<file path="config.mk">
export PLATFORM = sky130hd
export DESIGN_NAME = pls_multi_generator
export DESIGN_NICKNAME = d
export VERILOG_FILES = /design/src/rtl/pls_multi_generator.sv
export SDC_FILE = /design/constraint.sdc
export NUM_CORES = 1
export LEC_CHECK = 0
export BUFFER_PORTS_ARGS = -buffer_cell sky130_fd_sc_hd__buf_2
export CAP_MARGIN = 20
export CORE_AREA = 10 10 220 222
export CTS_CLUSTER_SIZE = 25
export DETAILED_ROUTE_END_ITERATION = 10
export DIE_AREA = 0 0 230 232
export GPL_TIMING_DRIVEN = 0
export MAX_ROUTING_LAYER = met4
export PLACE_DENSITY = 0.54
export SYNTH_ARGS = -nofsm -noshare
export SYNTH_HDL_FRONTEND = slang
export SYNTH_SLANG_ARGS = --single-unit
</file>
<file path="constraint.sdc">
create_clock -name aclk -period 4.3 [get_ports aclk]
set_input_delay 0 -clock aclk [delete_from_list [all_inputs] [get_ports aclk]]
set_output_delay 0 -clock aclk [all_outputs]
set_load 0.01 [all_outputs]
</file>
<file path="src/rtl/pls_multi_generator.sv">
// Multi-group pulse sample generator: streams ramped pulse samples from an external adder.
// Optional macro PLS_TLAST_EN drives m_axis_signal_tlast on the last sample of each period or on the stop sample.
module pls_multi_generator #(
  parameter int DATA_SIZE  = 32,
  parameter int NUM_GROUPS = 4,
  parameter int CNT_W      = 16
) (
  input  logic                            aclk,
  input  logic                            aresetn,
  input  logic                            start,
  input  logic                            stop,
  input  logic [$clog2(NUM_GROUPS)-1:0]   group_select,
  output logic                            busy,
  input  logic [NUM_GROUPS*DATA_SIZE-1:0] cfg_base,
  input  logic [NUM_GROUPS*DATA_SIZE-1:0] cfg_step,
  input  logic [NUM_GROUPS*CNT_W-1:0]     cfg_width,
  input  logic [NUM_GROUPS*CNT_W-1:0]     cfg_period,
  input  logic [NUM_GROUPS*CNT_W-1:0]     cfg_count,
  output logic [DATA_SIZE-1:0]            add_a_tdata,
  output logic [DATA_SIZE-1:0]            add_b_tdata,
  output logic                            add_a_tvalid,
  output logic                            add_b_tvalid,
  input  logic                            add_a_tready,
  input  logic                            add_b_tready,
  input  logic [DATA_SIZE-1:0]            add_result_tdata,
  input  logic                            add_result_tvalid,
  output logic                            add_result_tready,
  output logic [DATA_SIZE-1:0]            m_axis_signal_tdata,
  output logic                            m_axis_signal_tvalid,
  input  logic                            m_axis_signal_tready,
  output logic                            m_axis_signal_tlast
);

  typedef enum logic [2:0] {IDLE, LOAD, OUT, ADD, WAIT} state_t;

  state_t               state_q, state_d;
  logic [DATA_SIZE-1:0] acc_q, acc_d;
  logic [DATA_SIZE-1:0] step_q, step_d;
  logic [CNT_W-1:0]     wlim_q, wlim_d;
  logic [CNT_W-1:0]     period_q, period_d;
  logic [CNT_W-1:0]     count_q, count_d;
  logic [CNT_W-1:0]     sidx_q, sidx_d;
  logic [CNT_W-1:0]     pidx_q, pidx_d;
  logic                 stop_req_q, stop_req_d;
  logic                 a_pend_q, a_pend_d;
  logic                 b_pend_q, b_pend_d;

  logic [DATA_SIZE-1:0] grp_base   [NUM_GROUPS];
  logic [DATA_SIZE-1:0] grp_step   [NUM_GROUPS];
  logic [CNT_W-1:0]     grp_width  [NUM_GROUPS];
  logic [CNT_W-1:0]     grp_period [NUM_GROUPS];
  logic [CNT_W-1:0]     grp_count  [NUM_GROUPS];

  logic [DATA_SIZE-1:0] sel_base, sel_step;
  logic [CNT_W-1:0]     sel_width, sel_period, sel_count, sel_wlim;
  logic [CNT_W-1:0]     sidx_nxt, pidx_nxt;
  logic                 load_grp;

  always_comb begin
    for (int g = 0; g < NUM_GROUPS; g++) begin
      grp_base[g]   = cfg_base[g*DATA_SIZE +: DATA_SIZE];
      grp_step[g]   = cfg_step[g*DATA_SIZE +: DATA_SIZE];
      grp_width[g]  = cfg_width[g*CNT_W +: CNT_W];
      grp_period[g] = cfg_period[g*CNT_W +: CNT_W];
      grp_count[g]  = cfg_count[g*CNT_W +: CNT_W];
    end
  end

  assign sel_base   = grp_base[group_select];
  assign sel_step   = grp_step[group_select];
  assign sel_width  = grp_width[group_select];
  assign sel_period = grp_period[group_select];
  assign sel_count  = grp_count[group_select];
  // Pulse length clamps to the period so no gap samples remain.
  assign sel_wlim   = (sel_width > sel_period) ? sel_period : sel_width;

  assign sidx_nxt = sidx_q + CNT_W'(1);
  assign pidx_nxt = pidx_q + CNT_W'(1);

  assign busy         = (state_q != IDLE);
  assign add_a_tdata  = acc_q;
  assign add_b_tdata  = step_q;
  assign add_a_tvalid = a_pend_q;
  assign add_b_tvalid = b_pend_q;

  always_comb begin
    state_d    = state_q;
    acc_d      = acc_q;
    step_d     = step_q;
    wlim_d     = wlim_q;
    period_d   = period_q;
    count_d    = count_q;
    sidx_d     = sidx_q;
    pidx_d     = pidx_q;
    a_pend_d   = a_pend_q;
    b_pend_d   = b_pend_q;
    stop_req_d = stop_req_q | stop;
    load_grp   = 1'b0;
    m_axis_signal_tvalid = 1'b0;
    m_axis_signal_tdata  = '0;
    add_result_tready    = 1'b0;

    case (state_q)
      IDLE: begin
        if (start && !stop && sel_period != '0) state_d = LOAD;
      end
      LOAD: begin
        load_grp = 1'b1;
        pidx_d   = '0;
        state_d  = OUT;
      end
      OUT: begin
        m_axis_signal_tvalid = 1'b1;
        m_axis_signal_tdata  = (sidx_q < wlim_q) ? acc_q : '0;
        if (m_axis_signal_tready) begin
          sidx_d = sidx_nxt;
          if (stop_req_q) begin
            state_d = IDLE;
          end else if (sidx_nxt == period_q) begin
            pidx_d = pidx_nxt;
            // A relatched group with zero period could never close a period.
            if ((count_q != '0 && pidx_nxt == count_q) || sel_period == '0) state_d = IDLE;
            else load_grp = 1'b1;
          end else if (sidx_nxt < wlim_q) begin
            a_pend_d = 1'b1;
            b_pend_d = 1'b1;
            state_d  = ADD;
          end
        end
      end
      ADD: begin
        if (add_a_tready) a_pend_d = 1'b0;
        if (add_b_tready) b_pend_d = 1'b0;
        if (!a_pend_d && !b_pend_d) state_d = WAIT;
      end
      WAIT: begin
        add_result_tready = 1'b1;
        if (add_result_tvalid) begin
          acc_d   = add_result_tdata;
          state_d = (stop_req_q || stop) ? IDLE : OUT;
        end
      end
      default: state_d = IDLE;
    endcase

    if (load_grp) begin
      acc_d    = sel_base;
      step_d   = sel_step;
      wlim_d   = sel_wlim;
      period_d = sel_period;
      count_d  = sel_count;
      sidx_d   = '0;
    end
    if (state_d == IDLE) stop_req_d = 1'b0;
  end

`ifdef PLS_TLAST_EN
  assign m_axis_signal_tlast = (state_q == OUT) && ((sidx_nxt == period_q) || stop_req_q);
`else
  assign m_axis_signal_tlast = 1'b0;
`endif

  always_ff @(posedge aclk) begin
    if (!aresetn) begin
      state_q    <= IDLE;
      acc_q      <= '0;
      step_q     <= '0;
      wlim_q     <= '0;
      period_q   <= '0;
      count_q    <= '0;
      sidx_q     <= '0;
      pidx_q     <= '0;
      stop_req_q <= 1'b0;
      a_pend_q   <= 1'b0;
      b_pend_q   <= 1'b0;
    end else begin
      state_q    <= state_d;
      acc_q      <= acc_d;
      step_q     <= step_d;
      wlim_q     <= wlim_d;
      period_q   <= period_d;
      count_q    <= count_d;
      sidx_q     <= sidx_d;
      pidx_q     <= pidx_d;
      stop_req_q <= stop_req_d;
      a_pend_q   <= a_pend_d;
      b_pend_q   <= b_pend_d;
    end
  end

endmodule

</file>
# Word-level counts from Yosys, hierarchy flattened
# Cells that the tools add are included.
[op_classes]
n_lt_le_gt_ge = 4
add_sub_neg = 2
muxes = 52
n_eq_ne = 11
bitwise = 3
reduce_logical = 25
[op_table]
columns = ["op", "count"]
rows = [
  ["$mux 32", 9],
  ["$mux 16", 10],
  ["$bmux 32 s2", 2],
  ["$bmux 16 s2", 3],
  ["$add 16x1->16 const B", 2],
  ["$eq 16x16->1", 2],
  ["$lt 16x16->1", 2],
  ["$pmux 16 s2", 1],
  ["$reduce_bool 16->1", 2],
  ["$mux 3", 8],
  ["$gt 16x16->1", 1],
  ["$logic_not 16->1", 1],
  ["$pmux 3 s5", 1],
  ["$mux 1", 14],
  ["$ne 2x2->1 const B", 5],
  ["$reduce_bool 2->1", 4],
  ["$eq 3x2->1 const B", 2],
  ["$logic_not 3->1", 2],
  ["$pmux 1 s2", 3],
  ["$reduce_and 5->1", 1],
  ["$logic_and 1x1->1", 4],
  ["$reduce_and 2->1", 2],
  ["$reduce_and 4->1", 1],
  ["$reduce_or 2->1", 2],
  ["other kinds (10)", 13],
]
[word_totals]
output_inout_bits = 102
ff_bits = 150
in_bits = 490

# Longest topological paths before layout
[depth]
ltp_word = 13
depth_mapped = 15

# Least setup slack after synthesis
# OpenSTA, ideal clock, no wires.
[synth_path]
path_type = "input to register"
startpoint = "input group_select[0]"
endpoint = "register wlim_q[10]"
path_stages = 14
arrival_time_ns = 4.005
required_time_ns = 4.214
slack_ns = 0.209
n_path_buf = 4
setup_time_ns = 0.086
path_cell_list = "clkbuf_1 -> buf_2 -> buf_1 -> mux4_2 -> ha_1 -> a21o_1 -> a21o_1 -> a21o_1 -> a21oi_1 -> nor2b_1 -> o31ai_2 -> clkbuf_1 -> mux2i_1 -> a221oi_2"
[synth_via]
elab_chain_cells = 11
[synth_lines]
columns = ["element", "line_no", "source"]
rows = [
  ["from (decl)", "12", "input logic [$clog2(NUM_GROUPS)-1:0] group_select,"],
  ["$not 2->3 (implied by the code) *", "71, 72", ""],
  ["$bmux 16 s2", "72", "assign sel_period = grp_period[group_select];"],
  ["$mux 16 (implied by the code) (2 in a row)", "72", ""],
  ["$logic_not 16->1", "122", "if ((count_q != '0 && pidx_nxt == count_q) || sel_period == '0) state_d = IDLE;"],
  ["$logic_or 1x1->1", "122", ""],
  ["$mux 1", "122", ""],
  ["$mux 1", "119", "end else if (sidx_nxt == period_q) begin"],
  ["$mux 1", "117", "if (stop_req_q) begin"],
  ["$mux 1", "115", "if (m_axis_signal_tready) begin"],
  ["$pmux 1 s2", "103", "case (state_q)"],
  ["to (signal assigned)", "180", "wlim_q <= wlim_d;"],
  ["to (decl)", "39", "logic [CNT_W-1:0] wlim_q, wlim_d;"],
]
# Mark *: on every way between the ends. The rest lies on a longest branch, timed or not. The select of a mux whose other input is x is not followed.
# A chain may end at the register's enable or synchronous reset.

# Worst setup path in the final report
[layout_path]
startpoint = "register sidx_q[1]"
endpoint = "register count_q[6]"
[layout_via]
elab_chain_cells = 6
[layout_lines]
columns = ["element", "line_no", "source"]
rows = [
  ["from (decl)", "42", "logic [CNT_W-1:0] sidx_q, sidx_d;"],
  ["from (signal assigned)", "183", "sidx_q <= sidx_d;"],
  ["$add 16x1->16", "77", "assign sidx_nxt = sidx_q + CNT_W'(1);"],
  ["$eq 16x16->1", "119", ""],
  ["$mux 1", "119", ""],
  ["$mux 1", "117", ""],
  ["$mux 1", "115", ""],
  ["$pmux 1 s2", "103", ""],
  ["to (signal assigned)", "182", "count_q <= count_d;"],
  ["to (decl)", "41", "logic [CNT_W-1:0] count_q, count_d;"],
]
# Every way passes these cells.

==> results.cfg <==
[power]
sw_frac_of_total_pct = 33.22
p_clk_share_pct = 35.6
power_frac_comb_pct = 30.2
power.density_mw_per_mm2 = 258.5
intPower_uw = 3005
pwr-share-seq_pct = 34.2
power.switching_uw = 1495
p_leak_uw = 0.007414
peakVddDrop_mv = 0.2391

[finish]
drive_gt1_share_pct = 39.17
final_area_mm2 = 0.01741
seq_area_mm2 = 0.003003
multi_input_area_mm2 = 0.008855
fillers = 4632
synthToLayoutAreaGrowth_pct = 37.65
fin_util_pct = 39.62
finalNetCount = 2581

[clock_network]
root_buffer = clkbuf_16
post_cts_buffers = 0
worstSkewPairLatency_ns = 0.45
clock-sinks = 150
clk_pin_slew_ns = 0.07
cts_max_level = 4
cts_made_buffers = 17
cts_tree = yes
clock_path_buffers = 2

[placed_design]
portBuffers = 589
gp_congestion = 1.078
dp_slack_ns = -0.8136
dpl_cell_area_mm2 = 0.01638
hpwlAfterDp_um = 59120

[worst_setup_path]
r2r_slack_ns = 0.34
criticalPathCategory = reg2reg
worstReg2RegStart = sidx_q[1]
arrival_ns = 4.26
reg2reg_to = count_q[6]
crit_path_top_delay_cell = a2111oi_0
required_ns = 4.60
crit_fanout = 10
cp_top_family = simple AND/OR/NAND/NOR gates
critPathBufInv = 3
reg2regPathDepth = 12
cpPeakStageDelay_ns = 0.60
cp_cell_sequence = ha_1, nand3_4, nor4_4, o31ai_1, a2111oi_0, and4_1, buf_4, nand4_4, buf_2, buf_2, nand3_1, a21oi_1
start_kind = flop
cp-end-kind = flop
crit_top_cell = buf_2

[yosys]
synth_area_mm2 = 0.01265
ys_ff_latch = 150
synth_top_cell_area_share_pct = 23.75
synth_area_leaders = dfxtp_1 (24%), mux4_2 (20%), nand3_1 (7.2%)
synth_seq_area_share_pct = 23.75
synth-edff-count = 0
yosysUniqueCellTypes = 73
synth_flop_cell = dfxtp_1
syn_inst = 1398
avgSynthCellArea_um2 = 9.046
yosysTopAreaCell = dfxtp_1
synth_warnings = 0
synth_fp_nets = 1936
async_flop_share_pct = 0

[sta]
tightest_slew_ns = 1.145
finalClockSkew_ns = 0.01263
relSlewSlack_pct = 23.66
finalSetupViolCount = 0
fmax_mhz = 252.3
fin_crit_sh_pct = 92.18
finalWorstSetupSlack_ns = 0.3361
final_max_slew_viol_count = 0
finalHoldViolations = 0
rsz0062_at_grt = false
post-route-min-period_ns = 3.964
timing.hold.ws_ns = 0.05726

[detailed_routing]
wirelength_um = 69700
drt_iter0_drc = 1309
vias_per_cell = 5.541
route.detailed.drc = 0
drt_pre_antenna_iters = 6
vias = 14790
final_antenna_net_count = 0
routedWlPerCell_um = 26.10

[min_path]
holdCritStartpoint = cfg_step[72]
min_path_cells = 4
min-delay-path-class = in2reg
holdPathEnd = add_b_tdata[8]

[global_route]
grt_pass1_vias = 14950
grt.overflow.total = 0
grt_max_degree = 17
antenna_found_initial = 27
grt_pass1_wl_um = 100100
grt_use_total_pct = 25.61

[flow_run]
drv_cap = 0

[die]
initial_utilization_pct = 28.79
io_pins = 592
die-area_mm2 = 0.05336
die_x_um = 230
fp.coreArea_mm2 = 0.04393
die_y_um = 232
rows = 77

[status]
outcome = completed
## tightest hold or removal path: stages
cell and delay, ns:
buf_2 0.08, mux4_2 0.21, o21ai_1 0.05, a21oi_1 0.12
## sequential cells by signal, summed over array words and instances, names as in the netlist
register / count
add_a_tdata: 32
add_b_tdata: 32
count_q: 16
period_q: 16
pidx_q: 16
sidx_q: 16
wlim_q: 16
state_q: 3
add_a_tvalid: 1
add_b_tvalid: 1
stop_req_q: 1
## metal layers
| metal | up-vias | wire [µm] | global-route usage (%) |
|---|---|---|---|
| li1 | 6745 | - | - |
| met1 | 7290 | 28720 | 30.62 |
| met2 | 669 | 33770 | 40.62 |
| met3 | 90 | 5138 | 6.755 |
| met4 | 0 | 2064 | 9.969 |
| met5 | - | 0 | - |
## layout by cell type, fill, tap and decap left out, types with 25 or more instances in the layout
cell / n
nand3_1: 181
a21oi_1: 119
inv_1: 51
clkbuf_1: 93
o21ai_0: 93
nand2_1: 40
dlygate4sd3_1: 35
xnor2_1: 36
ha_1: 48
mux2i_1: 50
o2111ai_1: 36
nor2_1: 69
buf_2: 618
mux4_2: 112
dfxtp_1: 150
xor2_1: 25
a311oi_1: 34
## cells in the mapped netlist, drive strengths merged, types with 5 or more instances
master	count
a21o	13
a21oi	120
a221oi	16
a311oi	34
a31oi	7
and2	9
and3	10
and4	7
buf	48
clkbuf	94
dfxtp	150
ha	48
inv	51
mux2i	50
mux4	112
nand2	41
nand3	183
nand4	25
nor2	69
nor2b	11
nor3	12
nor3b	6
nor4	17
o2111ai	36
o21a	9
o21ai	99
o31ai	5
or3	6
xnor2	36
xor2	25
## metrics by stage
step                std cells  TNS (ns)  power [µW]
detailed placement       2582    -8.994        2883
global route             2667         0        4692
CTS                      2647         0        4504
global placement         2579    -8.309        2863
finish                   2670         0        4500
floorplan                1398         0        2290
## cell families (layout without fill, tap and decap cells)
group / Yosys count / after routing / share of synthesized area (%)
AND/OR/NAND/NOR: 415 / 415 / 17.78
AO/OA/AOI/OAI: 364 / 364 / 18.59
buffers and inverters: 193 / 850 / 6.342
multiplexers: 163 / 163 / 23.99
flip-flops: 150 / 150 / 23.75
XOR/XNOR: 64 / 64 / 4.769
adder cells (fa/ha/maj): 48 / 48 / 4.749
other: 1 / 24 / 0.02965
## power by group through the flow
stage	combinational [µW]	sequential [µW]	clock (µW)
2_1_floorplan	728	1560	0
6_report	1360	1540	1600
4_1_cts	1350	1540	1620
3_5_place_dp	1310	1570	0
3_3_place_gp	1300	1570	0
5_1_grt	1460	1550	1680
## final cells by class
class	instances	area share, %
well taps	592	4.255
multi-input cells	1055	50.87
flip-flops and latches	150	17.25
repair buffers	627	19.18
clock buffers	19	2.545
clock inverters	12	0.8841
diodes	23	0.3306
plain buffers	141	3.580
inverters	51	1.100
## worst max path at each step
stage | startpoint | endpoint | slack [ns] | depth (start not counted)
final | sidx_q[1] | count_q[6] | 0.34 | 12
after global routing | group_select[0] | wlim_q[7] | 0.04 | 14
after CTS | group_select[0] | wlim_q[14] | 0.12 | 14
after detailed placement | group_select[0] | wlim_q[13] | -0.81 | 14
after global placement | group_select[0] | wlim_q[14] | -0.78 | 14
after floorplan | group_select[0] | wlim_q[10] | 0.21 | 14
## timing repair
action	CTS	global route
resized for setup	5	1
hold buffers	35	0
endpoints found under the hold margin	35	0
setup endpoints to repair	10	10
(Power assumes the default switching activity.)
